--- config.mk ---
export PLATFORM = sky130hd
export DESIGN_NAME = pwm_modulate
export DESIGN_NICKNAME = d
export VERILOG_FILES = /design/src/rtl/pwm_modulate.sv
export SDC_FILE = /design/constraint.sdc
export NUM_CORES = 1
export LEC_CHECK = 0
export ABC_AREA = 1
export BUFFER_PORTS_ARGS = -buffer_cell sky130_fd_sc_hd__buf_2
export CAP_MARGIN = 25
export CORE_ASPECT_RATIO = 0.9
export CORE_MARGIN = 1
export CORE_UTILIZATION = 60
export DETAILED_ROUTE_END_ITERATION = 12
export PLACE_DENSITY = 0.82
export SYNTH_ARGS = -nofsm -noshare
export SYNTH_HDL_FRONTEND = slang
export SYNTH_SLANG_ARGS = --single-unit
--- constraint.sdc ---
create_clock -name clk -period 3 [get_ports clk]
set_input_delay 0.6 -clock clk [delete_from_list [all_inputs] [get_ports clk]]
set_output_delay 0.6 -clock clk [all_outputs]
set_load 0.02 [all_outputs]
--- src/rtl/pwm_modulate.sv ---
// Pulse-width modulator: serialises DATA_W-bit words MSB-first, one fixed-length symbol per bit.
// Define PWM_MODULATE_PARITY_EN to append an even-parity symbol after each word.
module pwm_modulate #(
  parameter int DATA_W     = 8,
  parameter int SYMBOL_LEN = 24,
  parameter int SHORT_HIGH = 6,
  parameter int LONG_HIGH  = 16
) (
  input  logic              clk,
  input  logic              rst,
  input  logic [DATA_W-1:0] in_data,
  input  logic              in_valid,
  output logic              in_ready,
  output logic              mod_signal,
  output logic              busy
);

`ifdef PWM_MODULATE_PARITY_EN
  localparam int NSYM = DATA_W + 1;
`else
  localparam int NSYM = DATA_W;
`endif
  localparam int SC_W = $clog2(SYMBOL_LEN);
  localparam int BC_W = $clog2(DATA_W + 2);

  typedef enum logic [1:0] {IDLE, HIGH, LOW} state_t;

  state_t            state, state_d;
  logic [NSYM-1:0]   shreg, shreg_d, load_word;
  logic [BC_W-1:0]   bit_cnt, bit_cnt_d;
  logic [SC_W-1:0]   sym_cnt, sym_cnt_d, hi_last;
  logic              mod_d, sym_end, last_sym, accept;

`ifdef PWM_MODULATE_PARITY_EN
  assign load_word = {in_data, ^in_data};
`else
  assign load_word = in_data;
`endif

  assign hi_last  = shreg[NSYM-1] ? SC_W'(SHORT_HIGH - 1) : SC_W'(LONG_HIGH - 1);
  assign sym_end  = (sym_cnt == SC_W'(SYMBOL_LEN - 1));
  assign last_sym = (bit_cnt == BC_W'(1));
  // Ready in the final cycle of the final symbol lets words run back-to-back.
  assign in_ready = (state == IDLE) || (state == LOW && sym_end && last_sym);
  assign accept   = in_valid && in_ready;
  assign busy     = (state != IDLE);

  always_comb begin
    state_d   = state;
    shreg_d   = shreg;
    bit_cnt_d = bit_cnt;
    sym_cnt_d = sym_cnt;
    mod_d     = mod_signal;
    unique case (state)
      IDLE: begin
        mod_d = 1'b0;
        if (accept) begin
          shreg_d   = load_word;
          bit_cnt_d = BC_W'(NSYM);
          sym_cnt_d = '0;
          mod_d     = 1'b1;
          state_d   = HIGH;
        end
      end
      HIGH: begin
        sym_cnt_d = sym_cnt + 1'b1;
        if (sym_cnt == hi_last) begin
          mod_d   = 1'b0;
          state_d = LOW;
        end
      end
      LOW: begin
        sym_cnt_d = sym_cnt + 1'b1;
        if (sym_end) begin
          sym_cnt_d = '0;
          shreg_d   = shreg << 1;
          bit_cnt_d = bit_cnt - 1'b1;
          if (!last_sym) begin
            mod_d   = 1'b1;
            state_d = HIGH;
          end else if (accept) begin
            shreg_d   = load_word;
            bit_cnt_d = BC_W'(NSYM);
            mod_d     = 1'b1;
            state_d   = HIGH;
          end else begin
            state_d = IDLE;
          end
        end
      end
      default: begin
        mod_d   = 1'b0;
        state_d = IDLE;
      end
    endcase
  end

  always_ff @(posedge clk or posedge rst) begin
    if (rst) begin
      state      <= IDLE;
      shreg      <= '0;
      bit_cnt    <= '0;
      sym_cnt    <= '0;
      mod_signal <= 1'b0;
    end else begin
      state      <= state_d;
      shreg      <= shreg_d;
      bit_cnt    <= bit_cnt_d;
      sym_cnt    <= sym_cnt_d;
      mod_signal <= mod_d;
    end
  end

endmodule

==> flow_summary.ini, run 1 <==
[detailed_routing]
initialDrtViolationCount = 39
wire_per_inst_microns = 10.8
drc_errors = 0
firstDrtPassIters = 4
ant_nets = 0
via_count = 1020
routed_via_density = 5.10
routed_wl_mm = 2.16

[timing]
rsz0062_at_grt = false
worst_slew_pin_slew_ns = 0.741
fin_crit_sh = 0.782
slew_headroom = 0.505
hold_violations = 0
setup_violations = 0
period_needed_ns = 2.35
setup_slack_ns = 0.655
fmax_mhz = 426
setup_tns_ns = 0
clock-skew-final_ns = 0.00359
slew_violations = 0

[worst_setup_path]
worstSetupStartpointType = flop
r2r_slack_ns = 0.89
cp_data_arrival_time_ns = 1.75
worstPathMaxFanout = 13
crit_required_ns = 2.40
crit_type = reg2out
cp-end-kind = primary output

[power_and_ir_drop]
p_sw_frac = 0.468
intPower_uw = 659
seq_power_share = 0.359
p_sw_uw = 579
p_leak_uw = 0.000719
max-vdd-ir-drop_mv = 0.550
powerDensity_nw_per_um2 = 926
pwr-share-clk = 0.096
pwr-share-comb = 0.545

[synthesis]
synth_top_cell_by_area = dfrtp_1
async_flop_share = 1.00
synth.most_common_cell = nand2_1
synth_cells = 161
synth_edf_count = 0
seq_area_frac_synth = 0.407
synth.avg_cell_area_sq_um = 7.63
syn_area_sq_um = 1230
yosysTopAreaCellShare = 0.407
ys_warn_count = 0
yosys-top-cells-count = nand2_1, inv_1, nand3_1
synth.distinct_cells = 24
syn_nets = 179
ys_ff_latch = 20
ys.flop_type = dfrtp_1
synthTopCellsByArea = dfrtp_1, nand2_1, inv_1

[cts]
postCtsSetupBuffers = 0
path_clk_slew_ns = 0.10
cts_root_buf = clkbuf_4
cts_buffer_depth = 2
holdBufCountCts = 0
tritoncts = built
cts_resized = 0
insertion_delay_ns = 0.28
cts.htree.levels = 1
cts_buffers = 3
cts.sinks = 20

[layout]
drive_gt1_frac = 0.149
fillerInstances = 165
multi_input_area_sq_um = 601
area_delta_synth_final_pct = 8.76
finalNetCount = 195
seq_area_sq_um = 500
antenna_cells = 0
stdcell_count = 200

[die]
initial_utilization = 0.642
rows = 15
dieWidth_microns = 49.7
num_io_pins = 14
die_h_microns = 44.9
core_area_sq_um = 1910
die_area_sq_um = 2230

[global_route]
antenna_found_initial = 0
grt_overflow = 0
grtUsageTotal = 0.223
grt_max_degree = 21
grt_pass1_vias = 888
grt_pass1_wl_mm = 3.77

[placement]
portBuffers = 13
preCtsSetupSlack_ns = 0.900
dp_hpwl_mm = 1.69
place.gp.congestion = 0.938
dp.cells = 197

[outcome]
outcome = completed

[flow_run]
drv_cap = 0

[worst_hold_path]
worstHoldPathType = in2async
-- sequential cells by signal (all words and copies together) (netlist names) --
| name | cells |
|---|---|
| bit_cnt | 4 |
| mod_signal | 1 |
| shreg | 8 |
| state | 2 |
| sym_cnt | 5 |
-- cell families (layout without fill, tap and decap cells) --
group	after synthesis	after routing	share of synthesized area
flops	20	20	0.407
compound gates	16	16	0.0733
xor+xnor	4	4	0.0285
buf+inv	33	47	0.104
simple gates	81	81	0.316
fa+ha+maj	7	7	0.0713
-- critical path: stages, from the launching register on --
cell and delay (ns):
dfrtp_1 0.42, inv_1 0.10, ha_1 0.51, nand3_2 0.14, nand2_2 0.12, buf_2 0.17
-- metal layers --
| layer | GRT usage | vias to the layer above | part of all wire |
|---|---|---|---|
| li1 | - | 539 | - |
| met1 | 0.314 | 457 | 0.49 |
| met2 | 0.346 | 22 | 0.46 |
| met3 | 0.0471 | 2 | 0.045 |
| met4 | 0.0743 | 0 | 0.0055 |
| met5 | 0 | - | 0 |
-- final cells by class --
| class | count | area share |
|---|---|---|
| multi-input cells | 108 | 0.449 |
| flip-flops and latches | 20 | 0.375 |
| inverters | 31 | 0.0871 |
| repair buffers | 13 | 0.0487 |
| well taps | 25 | 0.0234 |
| clock buffers | 3 | 0.0169 |
-- power groups by stage --
stage | logic, uW | clock network [uW] | registers, uW
3_5_place_dp | 677 | 0 | 450
6_report | 675 | 118 | 445
4_1_cts | 680 | 127 | 444
5_1_grt | 779 | 135 | 456
2_1_floorplan | 555 | 0 | 443
3_3_place_gp | 661 | 0 | 450
-- per-stage QoR --
stage               power (uW)  utilization  instance area (sq um)  hold slack [ns]
global placement          1110        0.686                   1310            0.454
global route              1370        0.698                   1340            0.480
detailed placement        1130        0.686                   1310            0.462
floorplan                  998            -                   1230            0.449
finish                    1240        0.698                   1340            0.423
CTS                       1250        0.698                   1340            0.437
-- final timing paths --
path / end / from / cells after the start
setup / recovery: in_ready / state[0] / 5
hold / removal: shreg[4] / rst / 2
setup reg to reg: bit_cnt[3] / state[0] / 9
hold reg to reg: mod_signal / mod_signal / 2
max in group asynchronous: sym_cnt[3] / rst / 2
min in group clk: mod_signal / mod_signal / 2
-- cell usage in the layout, fill, tap and decap left out, types with 4 or more instances in the layout --
cell type,n
inv_1,28
nor2_1,8
xor2_1,4
nand2_1,43
buf_2,13
o22ai_1,4
o21ai_1,5
nand3_1,21
dfrtp_1,20
ha_1,7
Note: power is estimated with default switching activity, not from simulation.
==> inputs of run 2 (changes only) <==
==> config.mk (replaced) <==
export PLATFORM = sky130hd
export DESIGN_NAME = pwm_modulate
export DESIGN_NICKNAME = d
export VERILOG_FILES = /design/src/rtl/pwm_modulate.sv
export SDC_FILE = /design/constraint.sdc
export NUM_CORES = 1
export LEC_CHECK = 0
export ABC_AREA = 0
export BUFFER_PORTS_ARGS = -buffer_cell sky130_fd_sc_hd__buf_2
export CAP_MARGIN = 25
export CORE_ASPECT_RATIO = 0.9
export CORE_MARGIN = 1
export CORE_UTILIZATION = 56
export DETAILED_ROUTE_END_ITERATION = 12
export PLACE_DENSITY = 0.77
export SYNTH_ARGS = -nofsm -noshare
export SYNTH_HDL_FRONTEND = slang
export SYNTH_SLANG_ARGS = --single-unit
==> constraint.sdc (replaced) <==
create_clock -name clk -period 2.4 [get_ports clk]
set_input_delay 0.48 -clock clk [delete_from_list [all_inputs] [get_ports clk]]
set_output_delay 0.48 -clock clk [all_outputs]
set_load 0.02 [all_outputs]
==> run 2 against run 1 <==
Compared with the run above:
- sequential power rose by 11%
- clock power rose by 140%
- register-to-register slack got worse by 0.62 ns
- sequential share of layout area fell by 1.9 points
- hold slack got worse by 0.14 ns
- total power rose by 4.2%
- die area rose by 5.5%
- critical endpoint unchanged
- largest cell class unchanged
==> flow_summary.ini, run 2 <==
[outcome]
outcome = completed

[flow_run]
drv_cap = 0

[detailed_routing]
drc_errors = 0
via_count = 993
ant_nets = 0
routed_via_density = 5.77
initialDrtViolationCount = 23
wire_per_inst_microns = 14.5
firstDrtPassIters = 4
routed_wl_mm = 2.49

[cts]
path_clk_slew_ns = 0.12
cts_root_buf = clkbuf_4
insertion_delay_ns = 0.31
holdBufCountCts = 0
cts.htree.levels = 1
cts_buffers = 3
cts.sinks = 20
cts_buffer_depth = 2
tritoncts = built

[power_and_ir_drop]
p_total_uw = 1290
p_leak_uw = 0.000702
max-vdd-ir-drop_mv = 0.727
powerDensity_nw_per_um2 = 917

[synthesis]
syn_nets = 145
yosysTopAreaCellShare = 0.413
ys.flop_type = dfrtp_1
synth-xor-area-share = 0
synthTopCellsByArea = dfrtp_1, ha_1, mux2i_1
yosys.area_share.simple = 0.205
seq_area_frac_synth = 0.413
synth_top_cell_by_area = dfrtp_1
ys_warn_count = 0
synth.most_common_cell = dfrtp_1
synth_edf_count = 0
ys_ff_latch = 20
synth_compound_area_frac = 0.187
syn_area_sq_um = 1210
synth.distinct_cells = 38
yosys-top-cells-count = dfrtp_1, a21oi_1, inv_1, nor2_1
synth_cells = 127
synth-adder-area-share = 0.0722
synth_top_family_by_area = simple AND/OR/NAND/NOR gates
async_flop_share = 1.00
synth.mux.area_fraction = 0.0660
synth.avg_cell_area_sq_um = 9.55

[timing]
clock-skew-final_ns = 0.00681
slew_violations = 0
setup_violations = 0
worst_slew_pin_slew_ns = 0.767
hold_violations = 0
setup_tns_ns = 0
period_needed_ns = 2.30
fmax_mhz = 434
fin_crit_sh = 0.960
slew_headroom = 0.488
rsz0062_at_grt = false

[placement]
placed_cell_area_sq_um = 1300
portBuffers = 13
place.gp.congestion = 0.832
dp_hpwl_mm = 1.72

[layout]
reg_top3 = shreg x8, sym_cnt x5, bit_cnt x4
final_cell_mix = dfrtp_1, buf_2, a21oi_1, inv_1, nor2_1
drive_gt1_frac = 0.238
antenna_cells = 0
area_delta_synth_final_pct = 16.0
fin_area_sq_um = 1410
regMostFlops = shreg
layout_commonest_cell = dfrtp_1
largest_reg_flops = 8
finalNetCount = 166

[worst_hold_path]
worstHoldPathType = in2async

[worst_setup_path]
crit_required_ns = 1.92
cp-endpoint = in_ready
crit_type = reg2out
cp-end-kind = primary output
worstSetupStartpointType = flop
worstPathMaxFanout = 3
crit_start = sym_cnt[1]
reg2reg_depth = 7
cp_data_arrival_time_ns = 1.82
worstReg2RegStart = state[0]
worstReg2RegEnd = shreg[7]
r2r_slack_ns = 0.27

[global_route]
antenna_found_initial = 0
grt_pass1_wl_mm = 3.98
grtUsageTotal = 0.238
grt_pass1_vias = 876
grt_overflow = 0
grt_max_degree = 21

[die]
die_area_sq_um = 2360
core_area_sq_um = 1970
num_io_pins = 14
initial_utilization = 0.615
rows = 15
die_h_microns = 46.1
dieWidth_microns = 51.0
-- run 2: cell types whose count changed after synthesis, sizes merged, moves of 3 or more --
| cell | change |
|---|---|
| buf | +4 |
| o22ai | -3 |
| xor2 | -4 |
| nand2 | -37 |
| a21oi | +9 |
| nand3 | -20 |
| inv | -20 |
| mux2i | +8 |
| nand2b | +3 |
-- run 2: kinds of logic after synthesis --
| kind of cell | Yosys count |
|---|---|
| AOI/OAI and AO/OA | 34 |
| muxes | 8 |
| and+or+nand+nor | 42 |
| DFF | 20 |
| buffers and inverters | 16 |
| adders and majority gates | 7 |
-- run 2: what timing repair did --
item / 4_1_cts / 5_1_grt
resized for setup: 2 / 1
pin swaps: 0 / 1
endpoints found under the setup margin: 1 / 1
buffers inserted: 3 / 2
-- run 2: how the worst min path moves through the flow --
stage               startpoint          to
finish                     rst    shreg[3]
global route               rst    shreg[3]
CTS                        rst    shreg[4]
detailed placement    shreg[5]    shreg[5]
global placement      shreg[3]    shreg[3]
floorplan                  rst  bit_cnt[0]
-- run 2: layer usage --
layer | vias up | track usage | part of all wire
li1 | 494 | - | -
met1 | 472 | 0.292 | 0.45
met2 | 22 | 0.395 | 0.49
met3 | 5 | 0.0726 | 0.043
met4 | 0 | 0.100 | 0.011
met5 | - | 0 | 0
-- run 2: critical path, stage by stage, from the launching register on --
cell and delay, ns:
dfrtp_1 0.43, ha_4 0.17, nand4b_4 0.11, or4b_1 0.52, o21ai_1 0.12, buf_2 0.17
-- run 2: per-stage QoR --
step	worst slack (ns)	cells	utilization	hold slack [ns]
after detailed placement	0.270	163	0.662	0.517
final	0.0971	172	0.714	0.282
after CTS	0.0131	170	0.706	0.294
after global placement	0.296	163	0.662	0.505
after floorplan	0.169	127	-	0.444
after global routing	0.0179	172	0.714	0.352
-- run 2: layout make-up --
type,instances,area [sq um]
multi-input combinational,91,656
sequential,20,500
clock inverter,1,30.0
tap,25,31.3
clock buffer,3,22.5
inverter,11,41.3
timing repair buffer,21,125
fill,152,564
-- run 2: power by group --
part / switching [uW] / total (uW) / internal [uW]
clock: 114 / 282 / 169
combinational: 296 / 512 / 216
sequential: 61.3 / 495 / 434
==> inputs of run 3 (changes only) <==
--- a/config.mk
+++ b/config.mk
@@ -10,9 +10,9 @@
 export CAP_MARGIN = 25
 export CORE_ASPECT_RATIO = 0.9
 export CORE_MARGIN = 1
-export CORE_UTILIZATION = 56
+export CORE_UTILIZATION = 35
 export DETAILED_ROUTE_END_ITERATION = 12
-export PLACE_DENSITY = 0.77
+export PLACE_DENSITY = 0.52
 export SYNTH_ARGS = -nofsm -noshare
 export SYNTH_HDL_FRONTEND = slang
 export SYNTH_SLANG_ARGS = --single-unit
==> run 3 against run 2 <==
Compared with the run above:
- cell area grew 0.44%
- global-route usage fell by 10 points
- first-iteration DRC count grew 43%
- maximum frequency decreased by 0.36%
- final cell count grew 9.3%
- count of clock-buffer cells in the layout is 1 higher
- sequential power is 1% lower
- clock skew shrank 0.0032 ns
==> flow_summary.ini, run 3 (synthesized netlist as in run 2, its figures left out) <==
[die]
dieWidth_microns = 64.0
core_area_sq_um = 3190
initial_utilization = 0.381
die_h_microns = 57.8
rows = 19
num_io_pins = 14
die_area_sq_um = 3700

[cts]
path_clk_slew_ns = 0.07
cts.htree.levels = 1
insertion_delay_ns = 0.26
cts_buffer_depth = 2
cts_buffers = 3
holdBufCountCts = 0
cts.sinks = 20
tritoncts = built
cts_root_buf = clkbuf_8

[placement]
placed_cell_area_sq_um = 1320
dp_hpwl_mm = 1.67
place.gp.congestion = 0.837
portBuffers = 13

[layout]
regMostFlops = shreg
layout_commonest_cell = dfrtp_1
fillerInstances = 341
antenna_cells = 0
reg_top3 = shreg x8, sym_cnt x5, bit_cnt x4
fin_area_sq_um = 1410
drive_gt1_frac = 0.233
area_delta_synth_final_pct = 16.5
largest_reg_flops = 8
final_cell_mix = dfrtp_1, buf_2, a21oi_1, inv_1, nor2_1
finalNetCount = 165

[global_route]
grtUsageTotal = 0.135
gr-usage-met2 = 0.211
grt_use_met3 = 0.0394
grt_overflow = 0
antenna_found_initial = 0
grt_max_degree = 21
grt-busiest-layer = met2
grt_pass1_wl_mm = 3.91
met1_usage = 0.184
grt_pass1_vias = 859

[timing]
setup_violations = 0
period_needed_ns = 2.31
slew_violations = 0
slew_headroom = 0.480
hold_violations = 0
worst_slew_pin_slew_ns = 0.778
clock-skew-final_ns = 0.00357
fmax_mhz = 433
fin_crit_sh = 0.963

[detailed_routing]
routed_wl_mm = 2.37
initialDrtViolationCount = 33
via_count = 980
ant_nets = 0
routed_via_density = 5.21
wire_per_inst_microns = 12.6
drc_errors = 0
firstDrtPassIters = 4

[worst_setup_path]
reg2reg_depth = 6
r2r_slack_ns = 0.38
path_buf_inv = 1
worstSetupStartpointType = flop
critPathSlowestCell = or4b_1
worstPathCellList = ha_2 > nand4b_4 > or4b_1 > o21ai_0 > buf_2
cp_data_arrival_time_ns = 1.83
worstReg2RegEnd = sym_cnt[3]
cp_top_family = simple AND/OR/NAND/NOR gates
crit_required_ns = 1.92
worstReg2RegStart = state[0]
worstPathMaxFanout = 5
crit_type = reg2out
cp-end-kind = primary output
critPathMaxStageDelay_ns = 0.53

[flow_run]
drv_cap = 0

[worst_hold_path]
worstHoldPathType = in2async

[power_and_ir_drop]
p_leak_uw = 0.000695
powerDensity_nw_per_um2 = 871
max-vdd-ir-drop_mv = 0.590
p_total_uw = 1230

[outcome]
outcome = completed
## run 3: cell count changes in the layout (fill, tap and decap cells not counted), sizes merged
cell    previous run  this run
bufinv             1         0
buf               21        20
clkbuf             3         4
## run 3: worst max-delay path by stage
stage                from       end  slack (ns)  depth (start not counted)
2_1_floorplan  sym_cnt[0]  in_ready        0.17                          4
3_3_place_gp   sym_cnt[0]  in_ready        0.28                          5
3_5_place_dp   sym_cnt[0]  in_ready        0.24                          5
4_1_cts        sym_cnt[0]  in_ready        0.04                          5
5_1_grt        sym_cnt[0]  in_ready      -0.007                          5
6_report       sym_cnt[0]  in_ready        0.09                          5
## run 3: per-layer routing
metal	vias up	part of all wire
met5	-	0
met3	3	0.044
met1	460	0.49
met2	23	0.46
li1	494	-
met4	0	0.0089
## run 3: area by class of cell
type | count | area, sq um | share of cell area
well taps | 42 | 52.6 | 0.0372
multi-input cells | 91 | 646 | 0.457
flip-flops and latches | 20 | 500 | 0.354
inverters | 11 | 41.3 | 0.0292
repair buffers | 20 | 118 | 0.0833
clock buffers | 4 | 55.1 | 0.0390
## run 3: power breakdown
group	leakage [uW]	total [uW]	internal, uW	switching (uW)
registers	0.000247	489	434	54.5
clock network	0.0000288	257	146	111
logic	0.000419	485	197	287
## run 3: metrics by stage
step                setup WS (ns)  hold WS, ns  instances  TNS [ns]   util
floorplan                   0.169        0.444        127         0      -
global placement            0.284        0.507        179         0  0.414
detailed placement          0.241        0.518        179         0  0.414
CTS                        0.0385        0.388        185         0  0.436
global route             -0.00697        0.432        188  -0.00697  0.443
finish                     0.0887        0.359        188         0  0.443
## run 3: timing repair
action                                  4_1_cts  5_1_grt
endpoints found under the hold margin         0        0
endpoints found under the setup margin        1        1
buffers inserted                              2        3
gates resized for setup                       1        0
